**src/rtl/instr_fetch_ctrl_pkg.sv**
```systemverilog
// rtl/instr_fetch_ctrl_pkg.sv - shared fetch types, HALT encoding and FSM states
package instr_fetch_ctrl_pkg;

  localparam int PC_W = 4;

  typedef logic [PC_W-1:0] ProgramCounter;
  typedef logic [31:0]     Instruction;

  localparam Instruction HALT_INSTR = 32'hFFFF_FFFF;

  typedef enum logic [1:0] {
    IDLE,
    FETCH,
    DRAIN,
    HALTED
  } fetch_state_t;

  typedef struct packed {
    ProgramCounter pc;
    Instruction    instr;
  } fetch_entry_t;

  localparam int ENTRY_W = $bits(fetch_entry_t);

endpackage

```
**src/rtl/fetch_buffer.sv**
```systemverilog
// rtl/fetch_buffer.sv - 2-entry synchronous FIFO of fetch entries with flush
module fetch_buffer
  import instr_fetch_ctrl_pkg::*;
(
  input  logic               clk_i,
  input  logic               rst_i,
  input  logic               push_i,
  input  logic [ENTRY_W-1:0] push_data_i,
  input  logic               pop_i,
  input  logic               flush_i,
  output logic [1:0]         count_o,
  output logic [ENTRY_W-1:0] head_o
);

  logic [ENTRY_W-1:0] mem_q [2];
  logic               head_q, head_d;
  logic               tail_q, tail_d;
  logic [1:0]         count_q, count_d;
  logic               do_push, do_pop;

  // A push into a full buffer is legal only when the head leaves in the same cycle.
  assign do_pop  = pop_i && (count_q != 2'd0);
  assign do_push = push_i && ((count_q != 2'd2) || do_pop);

  always_comb begin
    head_d  = head_q;
    tail_d  = tail_q;
    count_d = count_q;
    if (do_push) tail_d = ~tail_q;
    if (do_pop)  head_d = ~head_q;
    if (do_push && !do_pop) count_d = count_q + 2'd1;
    if (do_pop && !do_push) count_d = count_q - 2'd1;
  end

  always_ff @(posedge clk_i) begin
    if (rst_i || flush_i) begin
      head_q  <= 1'b0;
      tail_q  <= 1'b0;
      count_q <= 2'd0;
    end else begin
      head_q  <= head_d;
      tail_q  <= tail_d;
      count_q <= count_d;
    end
  end

  always_ff @(posedge clk_i) begin
    if (do_push && !flush_i && !rst_i) mem_q[tail_q] <= push_data_i;
  end

  assign count_o = count_q;
  assign head_o  = mem_q[head_q];

endmodule

```
**src/rtl/instr_fetch_ctrl.sv**
```systemverilog
// rtl/instr_fetch_ctrl.sv - PC sequencer feeding a 2-entry fetch buffer to decode
module instr_fetch_ctrl
  import instr_fetch_ctrl_pkg::*;
#(
  parameter int IW         = PC_W,
  parameter int START_ADDR = 0
) (
  input  logic          clk_i,
  input  logic          rst_i,
  input  logic          start_i,
  output logic [IW-1:0] rom_addr_o,
  input  logic [31:0]   rom_instr_i,
  input  logic          br_valid_i,
  input  logic [IW-1:0] br_target_i,
  output logic          out_valid_o,
  input  logic          out_ready_i,
  output logic [31:0]   out_instr_o,
  output logic [IW-1:0] out_pc_o,
  output logic          halted_o
);

  localparam logic [IW-1:0] START_PC = IW'(START_ADDR);

  fetch_state_t       state_q, state_d;
  logic [IW-1:0]      pc_q, pc_d;
  logic               halted_q, halted_d;
  logic               push, pop, flush;
  logic [1:0]         buf_count;
  logic [ENTRY_W-1:0] head_raw;
  fetch_entry_t       head;
  fetch_entry_t       push_entry;

  assign out_valid_o = (buf_count != 2'd0);
  assign pop         = out_valid_o && out_ready_i;
  assign push_entry  = '{pc: pc_q, instr: rom_instr_i};
  assign head        = fetch_entry_t'(head_raw);

  always_comb begin
    state_d  = state_q;
    pc_d     = pc_q;
    halted_d = halted_q;
    push     = 1'b0;
    flush    = 1'b0;
    case (state_q)
      IDLE, HALTED: begin
        if (start_i) begin
          pc_d     = START_PC;
          flush    = 1'b1;
          halted_d = 1'b0;
          state_d  = FETCH;
        end
      end
      FETCH: begin
        if (br_valid_i) begin
          flush = 1'b1;
          pc_d  = br_target_i;
        end else if ((buf_count != 2'd2) || pop) begin
          push = 1'b1;
          // HALT parks the PC on itself so a restart or redirect decides what comes next.
          if (rom_instr_i == HALT_INSTR) state_d = DRAIN;
          else                           pc_d    = pc_q + 1'b1;
        end
      end
      DRAIN: begin
        if (br_valid_i) begin
          flush   = 1'b1;
          pc_d    = br_target_i;
          state_d = FETCH;
        end else if (pop && (buf_count == 2'd1)) begin
          state_d  = HALTED;
          halted_d = 1'b1;
        end
      end
      default: state_d = IDLE;
    endcase
  end

  always_ff @(posedge clk_i) begin
    if (rst_i) begin
      state_q  <= IDLE;
      pc_q     <= START_PC;
      halted_q <= 1'b0;
    end else begin
      state_q  <= state_d;
      pc_q     <= pc_d;
      halted_q <= halted_d;
    end
  end

  fetch_buffer u_buf (
    .clk_i       (clk_i),
    .rst_i       (rst_i),
    .push_i      (push),
    .push_data_i (push_entry),
    .pop_i       (pop),
    .flush_i     (flush),
    .count_o     (buf_count),
    .head_o      (head_raw)
  );

  assign rom_addr_o  = pc_q;
  assign out_instr_o = head.instr;
  assign out_pc_o    = head.pc;
  assign halted_o    = halted_q;

endmodule
```
**config.mk**
```make
export PLATFORM = sky130hd
export DESIGN_NAME = instr_fetch_ctrl
export DESIGN_NICKNAME = d
export VERILOG_FILES = /design/src/rtl/instr_fetch_ctrl_pkg.sv /design/src/rtl/fetch_buffer.sv /design/src/rtl/instr_fetch_ctrl.sv
export SDC_FILE = /design/constraint.sdc
export NUM_CORES = 1
export LEC_CHECK = 0
export CAP_MARGIN = 5
export CORE_ASPECT_RATIO = 1.4
export CORE_MARGIN = 2
export CORE_UTILIZATION = 35
export CTS_CLUSTER_DIAMETER = 150
export DETAILED_ROUTE_END_ITERATION = 8
export PLACE_DENSITY_LB_ADDON = 0.05
export SLEW_MARGIN = 20
export SYNTH_ARGS = -nofsm -noshare
export SYNTH_HDL_FRONTEND = slang
export SYNTH_SLANG_ARGS = --single-unit
```
**constraint.sdc**
```tcl
create_clock -name clk_i -period 4.7 [get_ports clk_i]
set_clock_uncertainty 0.2 [all_clocks]
set_input_delay 0.94 -clock clk_i [delete_from_list [all_inputs] [get_ports clk_i]]
set_output_delay 0.94 -clock clk_i [all_outputs]
set_load 0.05 [all_outputs]
```
==> results.toml, run 1 <==
[run_status]
status = "finished, final reports clean"

[pwr]
sequentialPowerShare_pct = 42.2
p_int_uw = 1510
cellPowerDensity_mw_per_mm2 = 437
p_sw_share_pct = 27.4
leakagePower_uw = 0.00158
p_clk_share_pct = 34.5
ir_drop_uv = 187
netSwitchingPower_uw = 569
comb_power_share_pct = 23.3
p_total_uw = 2080

[timing]
period_minus_slack_ns = 3.55
finalHoldViolCount = 0
worst_pin_slew_ns = 0.908
fin_setup_tns_ns = 0
setup_viol = 0
grt_setup_unrepaired = "no"
slew-limit-headroom_pct = 39.5
max_freq_mhz = 282
hold_slack_ns = 0.287
finalMaxSlewViolations = 0
period_share_pct = 75.5

[clock_tree]
h-tree-depth = 3
clock_sink_count = 84
clock_path_buffers = 2
ctsResizeCount = 0
postCtsHoldBufs = 0
cts_buffers = 9
clk_pin_slew_worst_paths_ns = 0.06
post_cts_buffers = 0
clk-insertion-delay-late_ns = 0.33
cts-root-buf = "clkbuf_16"
tritoncts = "yes"

[worst_setup_path]
endpoint_kind = "output pin"
cp.required_ns = 3.56
critPathTopFamily = "flip-flops"
critPathArrivalTime_ns = 2.41
cp_max_fo = 36
cp_slowest_cell = "dfxtp_2"
cpPeakStageDelay_ns = 0.92
cp_num_buf_inv = 1
criticalPathCategory = "reg -> out"
cp-start-kind = "register"
path_cells = "mux2_2 > clkdlybuf4s50_1"

[yosys]
avgSynthCellArea_sq_um = 15.8
ys.flop_type = "edfxtp_1"
syn_inst = 218
ys_types = 30
syn_area_sq_mm = 0.00345
ys_warn_count = 0
synth_nets = 267
ys_seq_area_share_pct = 69.5
synth_enable_flop_cells = 72
synth-seq-cells = 84
synthArstFlopShare_pct = 0

[floorplanning]
initial_core_util_pct = 36.3
num_rows = 42
core-area_sq_mm = 0.00951
die_h_um = 122
dieArea_sq_mm = 0.0107
fp.dieW_um = 88.0
pin_count = 83

[final_layout]
drive_gt1_share_pct = 18.9
stdcell_area_sq_mm = 0.00475
nets = 356
area_growth_syn_to_layout_pct = 37.6
fillers = 827
antenna_cells = 0

[min_path]
hold_class = "reg -> reg"

[drt]
antenna_left = 0
wl_mm = 6.97
viasPerCell = 4.67
drc = 0
drtIter0Drc = 62
drt-wirelength-per-cell_um = 15.7
dr.pass1.iters = 4
vias = 2072

[placement]
portBuffers = 82
dpl_cell_area_sq_mm = 0.00444
place.gp.congestion = 0.747
dpl.hpwl_mm = 4.71

[global_route]
grt_pass1_wl_mm = 10.7
grt_max_degree = 37
grt_usage_pct = 13.5
overflow = 0
grt_pass1_vias = 2197
grt_antenna_before_repair = 0

[run]
cap_violations = 0
final timing paths:
| kind | from | end | slack [ns] | cells past startpoint |
|---|---|---|---|---|
| min reg2reg | halted_o | halted_o | 0.29 | 2 |
| min | halted_o | halted_o | 0.29 | 2 |
| max reg2reg | u_buf.count_o[0] | u_buf.mem_q[1][34] | 2.10 | 7 |
| max | register | out_instr_o[19] | 1.15 | 2 |
cell usage in the layout (no fill, tap or decap), drive strengths merged, types with 4 or more instances in the layout:
cell / count
xnor2: 4
clkdlybuf4s50: 82
clkinv: 4
a21oi: 5
inv: 9
ha: 8
dfxtp: 12
o21ai: 7
mux2i: 5
mux2: 38
nor2: 11
edfxtp: 72
nor2b: 4
clkbuf: 10
nand2: 7
nand4: 9
nand2b: 6
metrics by stage:
| stage | std cells | util (%) | setup slack, ns |
|---|---|---|---|
| after floorplan | 218 | - | -0.00179 |
| after global placement | 428 | 46.7 | 1.31 |
| after detailed placement | 428 | 46.7 | 1.32 |
| after CTS | 444 | 50.0 | 1.07 |
| after global routing | 444 | 50.0 | 1.05 |
| final | 444 | 50.0 | 1.15 |
metal layers:
layer | routed length, um | global-route usage (%) | vias to the layer above
met5 | 0 | 0 | -
met4 | 115 | 6.35 | 0
met3 | 353 | 3.25 | 8
met2 | 3500 | 22.3 | 59
met1 | 3000 | 16.5 | 1007
li1 | - | - | 998
state kept, by name, summed over array words and instances, names as in the netlist, named ones only:
register       count
u_buf.mem_q       72
u_buf.tail_q       1
state_q            2
u_buf.count_o      2
halted_o           1
u_buf.head_q       1
rom_addr_o         4
synthesized netlist by cell type (2+ instances only):
| cell type | instances | share of area, % |
|---|---|---|
| o21ai_0 | 6 | 0.87 |
| buf_1 | 3 | 0.33 |
| nand2_1 | 7 | 0.76 |
| nor2b_1 | 3 | 0.54 |
| mux2_2 | 36 | 12 |
| nor3_1 | 2 | 0.29 |
| nor4_1 | 2 | 0.36 |
| clkbuf_1 | 3 | 0.33 |
| nand3_1 | 3 | 0.43 |
| a21oi_1 | 5 | 0.72 |
| dfxtp_1 | 12 | 7.0 |
| nand2b_1 | 6 | 1.1 |
| ha_1 | 8 | 2.9 |
| nor2_1 | 11 | 1.2 |
| nand4_1 | 9 | 1.6 |
| mux2i_1 | 5 | 1.4 |
| inv_1 | 9 | 0.98 |
| xnor2_1 | 4 | 1.0 |
| xor2_1 | 2 | 0.51 |
| edfxtp_1 | 72 | 63 |
power by group through the flow:
stage                     clock, uW  sequential, uW  combinational (uW)
final                           716             876                 483
after global routing            757             881                 518
after CTS                       734             878                 488
after detailed placement          0             893                 485
after global placement            0             892                 486
after floorplan                   0             884                 335
worst register-to-register path: cells and delay by family, from the launching register on:
kind | cells | cell delay (ns)
buffers and inverters | 2 | 0.55
adder cells (fa/ha/maj) | 1 | 0.22
flip-flops | 1 | 0.36
AND/OR/NAND/NOR | 4 | 0.88
cell families (layout without fill, tap and decap cells):
logic type	Yosys count	in the layout	share of synthesized area (%)
adders and majority gates	8	8	2.90
and+or+nand+nor	44	44	6.56
DFF	84	84	69.5
xor gates and xnor gates	6	6	1.52
buffers and inverters	15	109	1.63
AOI/OAI and AO/OA	18	18	3.91
muxes	43	43	13.9
final cells by class:
| cell class | instances | area, sq um | area share, % |
|---|---|---|---|
| Multi-Input combinational cell | 119 | 1010 | 21.2 |
| Clock inverter | 6 | 78.8 | 1.66 |
| Timing Repair Buffer | 84 | 836 | 17.6 |
| Inverter | 9 | 33.8 | 0.711 |
| Sequential cell | 84 | 2400 | 50.6 |
| Clock buffer | 10 | 229 | 4.82 |
| Tap cell | 132 | 165 | 3.48 |
Power figures use the tool's default switching activity.
==> inputs of run 2 (changes only) <==
clock period = 3.12 ns   (was 4.7 ns; I/O delays follow)
==> run 2 against run 1 <==
Against the previous run:
- sequential power grew 48%
- register-to-register slack lost 1.3 ns
- worst setup slack lost 0.84 ns
==> results.toml, run 2 (synthesis results as in run 1) <==
[run_status]
status = "finished, final reports clean"

[drt]
drc = 0
viasPerCell = 4.64
drtIter0Drc = 68
drt-wirelength-per-cell_um = 15.3
vias = 2092
wl_mm = 6.92
met1_length_mm = 2.84
top_layer = "met4"
wl_met2_mm = 3.57
wl_met3_um = 433
dr.pass1.iters = 4
antenna_left = 0

[final_layout]
fillers = 832
top_register = "u_buf.mem_q"
antenna_cells = 0
drive_gt1_share_pct = 20.1
largest_reg_flops = 72
seqCellArea_sq_mm = 0.00240
layout_commonest_cell = "clkdlybuf4s50_1"
nets = 363
most-common-layout-cells = "clkdlybuf4s50_1, edfxtp_1, mux2_2"
multi_input_area_sq_mm = 0.00102
area_growth_syn_to_layout_pct = 39.7

[floorplanning]
num_rows = 42
fp.dieW_um = 88.0
core-area_sq_mm = 0.00951
die_h_um = 122
pin_count = 83
initial_core_util_pct = 36.3
dieArea_sq_mm = 0.0107

[timing]
grt_setup_unrepaired = "no"
finalMaxSlewViolations = 0
layout_setup_ws_ns = 0.311
period_share_pct = 90.0
worst_pin_slew_ns = 0.530
fin_setup_tns_ns = 0
setup_viol = 0
max_freq_mhz = 356
period_minus_slack_ns = 2.81
finalHoldViolCount = 0
slew-limit-headroom_pct = 64.6

[global_route]
overflow = 0
grt_antenna_before_repair = 0
grt_usage_pct = 13.4
grt_pass1_wl_mm = 10.6
grt_pass1_vias = 2130
grt_max_degree = 37

[placement]
portBuffers = 82
post-place-ws_ns = 0.0766
place.gp.congestion = 0.753
dpl.hpwl_mm = 4.78

[clock_tree]
h-tree-depth = 3
cts-root-buf = "clkbuf_16"
clk_pin_slew_worst_paths_ns = 0.05
clock_sink_count = 84
clk-insertion-delay-late_ns = 0.32
cts_buffers = 9
clock_path_buffers = 2
post_cts_buffers = 0
ctsResizeCount = 0
tritoncts = "yes"
postCtsHoldBufs = 0

[pwr]
ir_drop_uv = 318
p_total_uw = 3070
leakagePower_uw = 0.00162
cellPowerDensity_mw_per_mm2 = 637

[min_path]
hold_class = "reg -> reg"

[worst_setup_path]
endpoint_kind = "output pin"
cp-start-kind = "register"
criticalPathCategory = "reg -> out"
critPathArrivalTime_ns = 1.98
rrSetupSlack_ns = 0.77
cp.required_ns = 2.30
cp_max_fo = 36

[run]
cap_violations = 0
-- run 2: changes by cell type in the layout (fill, tap and decap cells not counted), moves of 2 or more --
cell	previous run	this run
buf_4	2	6
clkbuf_1	1	4
nor3_4	0	2
nor3_2	2	0
buf_12	0	3
-- run 2: power by group --
part	internal, uW	switching [uW]	total [uW]
combinational	324	458	781
sequential	1280	24.0	1300
clock	618	373	991
total	2220	854	3070
-- run 2: final cells by class --
type / instances / area share [%]
flip-flops and latches: 84 / 49.8
well taps: 132 / 3.42
repair buffers: 91 / 19.2
clock buffers: 13 / 4.98
multi-input cells: 119 / 21.1
clock inverters: 3 / 0.829
inverters: 9 / 0.700
-- run 2: stage by stage --
step                      cells  utilization (%)  instance area (sq um)  hold slack, ns
after floorplan             218                -                   3460           0.266
after global placement      435             47.8                   4550           0.267
after detailed placement    435             47.8                   4550           0.269
after CTS                   451             50.7                   4830           0.282
after global routing        451             50.7                   4830           0.326
final                       451             50.7                   4830           0.282
-- run 2: worst max-delay path: stages (launching register included) --
cell and delay, ns:
dfxtp_2 0.33, buf_12 0.23, mux2_2 0.38, clkdlybuf4s50_1 0.71
-- run 2: worst paths after layout --
path,cells after the start,to,start
worst max-delay path,3,out_instr_o[18],register
worst min-delay path,2,halted_o,halted_o
worst max register to register,7,u_buf.mem_q[0][17],u_buf.count_o[0]
worst min register to register,2,halted_o,halted_o
-- run 2: routing by layer --
metal / GRT usage (%) / vias up
met5: 0 / -
met3: 3.52 / 6
met1: 16.3 / 1007
met2: 22.3 / 64
met4: 5.87 / 0
li1: - / 1015
==> inputs of run 3 (changes only) <==
HOLD_SLACK_MARGIN = 0.03   (was not set)
RECOVER_POWER = 100   (was not set)
==> run 3 against run 2 <==
Against the previous run:
- worst setup slack got worse by 0.051 ns
- critical path type unchanged
- non-clock buffer count stayed put
- routed wire length shrank 0.38%
- core utilization decreased by 0.51 points
- critical endpoint is now out_instr_o[19]
- sequential power hardly changed
- total power decreased by 1.9%
- sequential cell count stayed put
- die area unchanged
- via count is 1.2% higher
- hold slack got worse by 0.0087 ns
- design area shrank 1.0%
- highest routed layer unchanged
- combinational power fell by 7.4%
==> results.toml, run 3 (synthesis results as in run 1) <==
[worst_setup_path]
cp.required_ns = 2.30
rr_worst_depth = 7
critPathArrivalTime_ns = 2.04
reg2reg_from = "u_buf.count_o[0]"
rrSetupSlack_ns = 0.56
cp-start-kind = "register"
cp_max_fo = 36
reg2reg_to = "u_buf.mem_q[1][9]"
criticalPathCategory = "reg -> out"
endpoint_kind = "output pin"

[global_route]
grt_pass1_vias = 2130
grt_max_degree = 37
grt_usage_pct = 13.4
grt_antenna_before_repair = 0
grt_pass1_wl_mm = 10.6
overflow = 0

[run_status]
status = "finished, final reports clean"

[clock_tree]
cts_buffers = 9
clk-insertion-delay-late_ns = 0.32
h-tree-depth = 3
ctsResizeCount = 0
clock_sink_count = 84
cts-root-buf = "clkbuf_16"
clock_path_buffers = 2
post_cts_buffers = 0
tritoncts = "yes"
clk_pin_slew_worst_paths_ns = 0.05
postCtsHoldBufs = 0

[min_path]
worstHoldStart = "halted_o"
hold_class = "reg -> reg"
hold-path-endpoint = "halted_o"
worstHoldPathCells = 2

[final_layout]
largest_reg_flops = 72
nets = 363
fillers = 837
most-common-layout-cells = "dlygate4sd3_1, edfxtp_1, mux2_2"
top_register = "u_buf.mem_q"
area_growth_syn_to_layout_pct = 38.3
layout_commonest_cell = "dlygate4sd3_1"
antenna_cells = 0
drive_gt1_share_pct = 17.9
stdcell_area_sq_mm = 0.00478
fin_util_pct = 50.2

[timing]
fin_setup_tns_ns = 0
period_share_pct = 91.7
max_freq_mhz = 350
slew-limit-headroom_pct = 59.0
worst_pin_slew_ns = 0.609
setup_viol = 0
period_minus_slack_ns = 2.86
finalMaxSlewViolations = 0
grt_setup_unrepaired = "no"
finalHoldViolCount = 0

[drt]
wl_mm = 6.89
drc = 0
drt-wirelength-per-cell_um = 15.3
viasPerCell = 4.69
dr.pass1.iters = 4
vias = 2117
antenna_left = 0
drtIter0Drc = 78

[pwr]
ir_drop_uv = 309
cellPowerDensity_mw_per_mm2 = 631
p_total_uw = 3010
leakagePower_uw = 0.00164

[floorplanning]
dieArea_sq_mm = 0.0107
initial_core_util_pct = 36.3
core-area_sq_mm = 0.00951
fp.dieW_um = 88.0
die_h_um = 122
pin_count = 83
num_rows = 42

[run]
cap_violations = 0

[placement]
place.gp.congestion = 0.753
dpl_cell_area_sq_mm = 0.00455
dpl.hpwl_mm = 4.78
portBuffers = 82
## run 3: routing by layer
| metal | share of wire (%) | vias to the layer above | GRT usage, % |
|---|---|---|---|
| li1 | - | 1017 | - |
| met1 | 41 | 1026 | 16.3 |
| met2 | 52 | 62 | 22.3 |
| met3 | 5.9 | 12 | 3.52 |
| met4 | 1.6 | 0 | 5.87 |
| met5 | 0 | - | 0 |
## run 3: how the worst max path moves through the flow
stage / start / to / slack [ns]
floorplan: out_ready_i / u_buf.mem_q[0][0] / -0.17
CTS: register / out_instr_o[18] / 0.27
global route: rom_instr_i[3] / rom_addr_o[0] / 0.14
detailed placement: rom_instr_i[2] / state_q[0] / 0.08
global placement: rom_instr_i[20] / state_q[0] / 0.11
finish: register / out_instr_o[19] / 0.26
## run 3: per-stage QoR
step                      cells  hold WS [ns]  setup WS (ns)
after global routing        451         0.326          0.140
final                       451         0.273          0.260
after CTS                   451         0.282          0.274
after detailed placement    435         0.269         0.0766
after global placement      435         0.267          0.114
after floorplan             218         0.266         -0.173
## run 3: area by class of cell
type	count	area, sq um	area share, %
multi-input combinational	119	993	20.8
timing repair buffer	91	902	18.9
sequential	84	2400	50.3
inverter	9	33.8	0.707
clock inverter	3	40.0	0.838
tap	132	165	3.46
clock buffer	13	240	5.03
## run 3: critical path, stage by stage (launching register included)
cell           delay, ns
dfxtp_2             0.33
buf_12              0.22
mux2_2              0.38
dlygate4sd3_1       0.77
## run 3: power by group
group / switching [uW] / total, uW / leakage, uW / internal, uW
combinational: 447 / 723 / 0.000749 / 276
sequential: 22.9 / 1300 / 0.000751 / 1280
clock: 373 / 990 / 0.000138 / 618
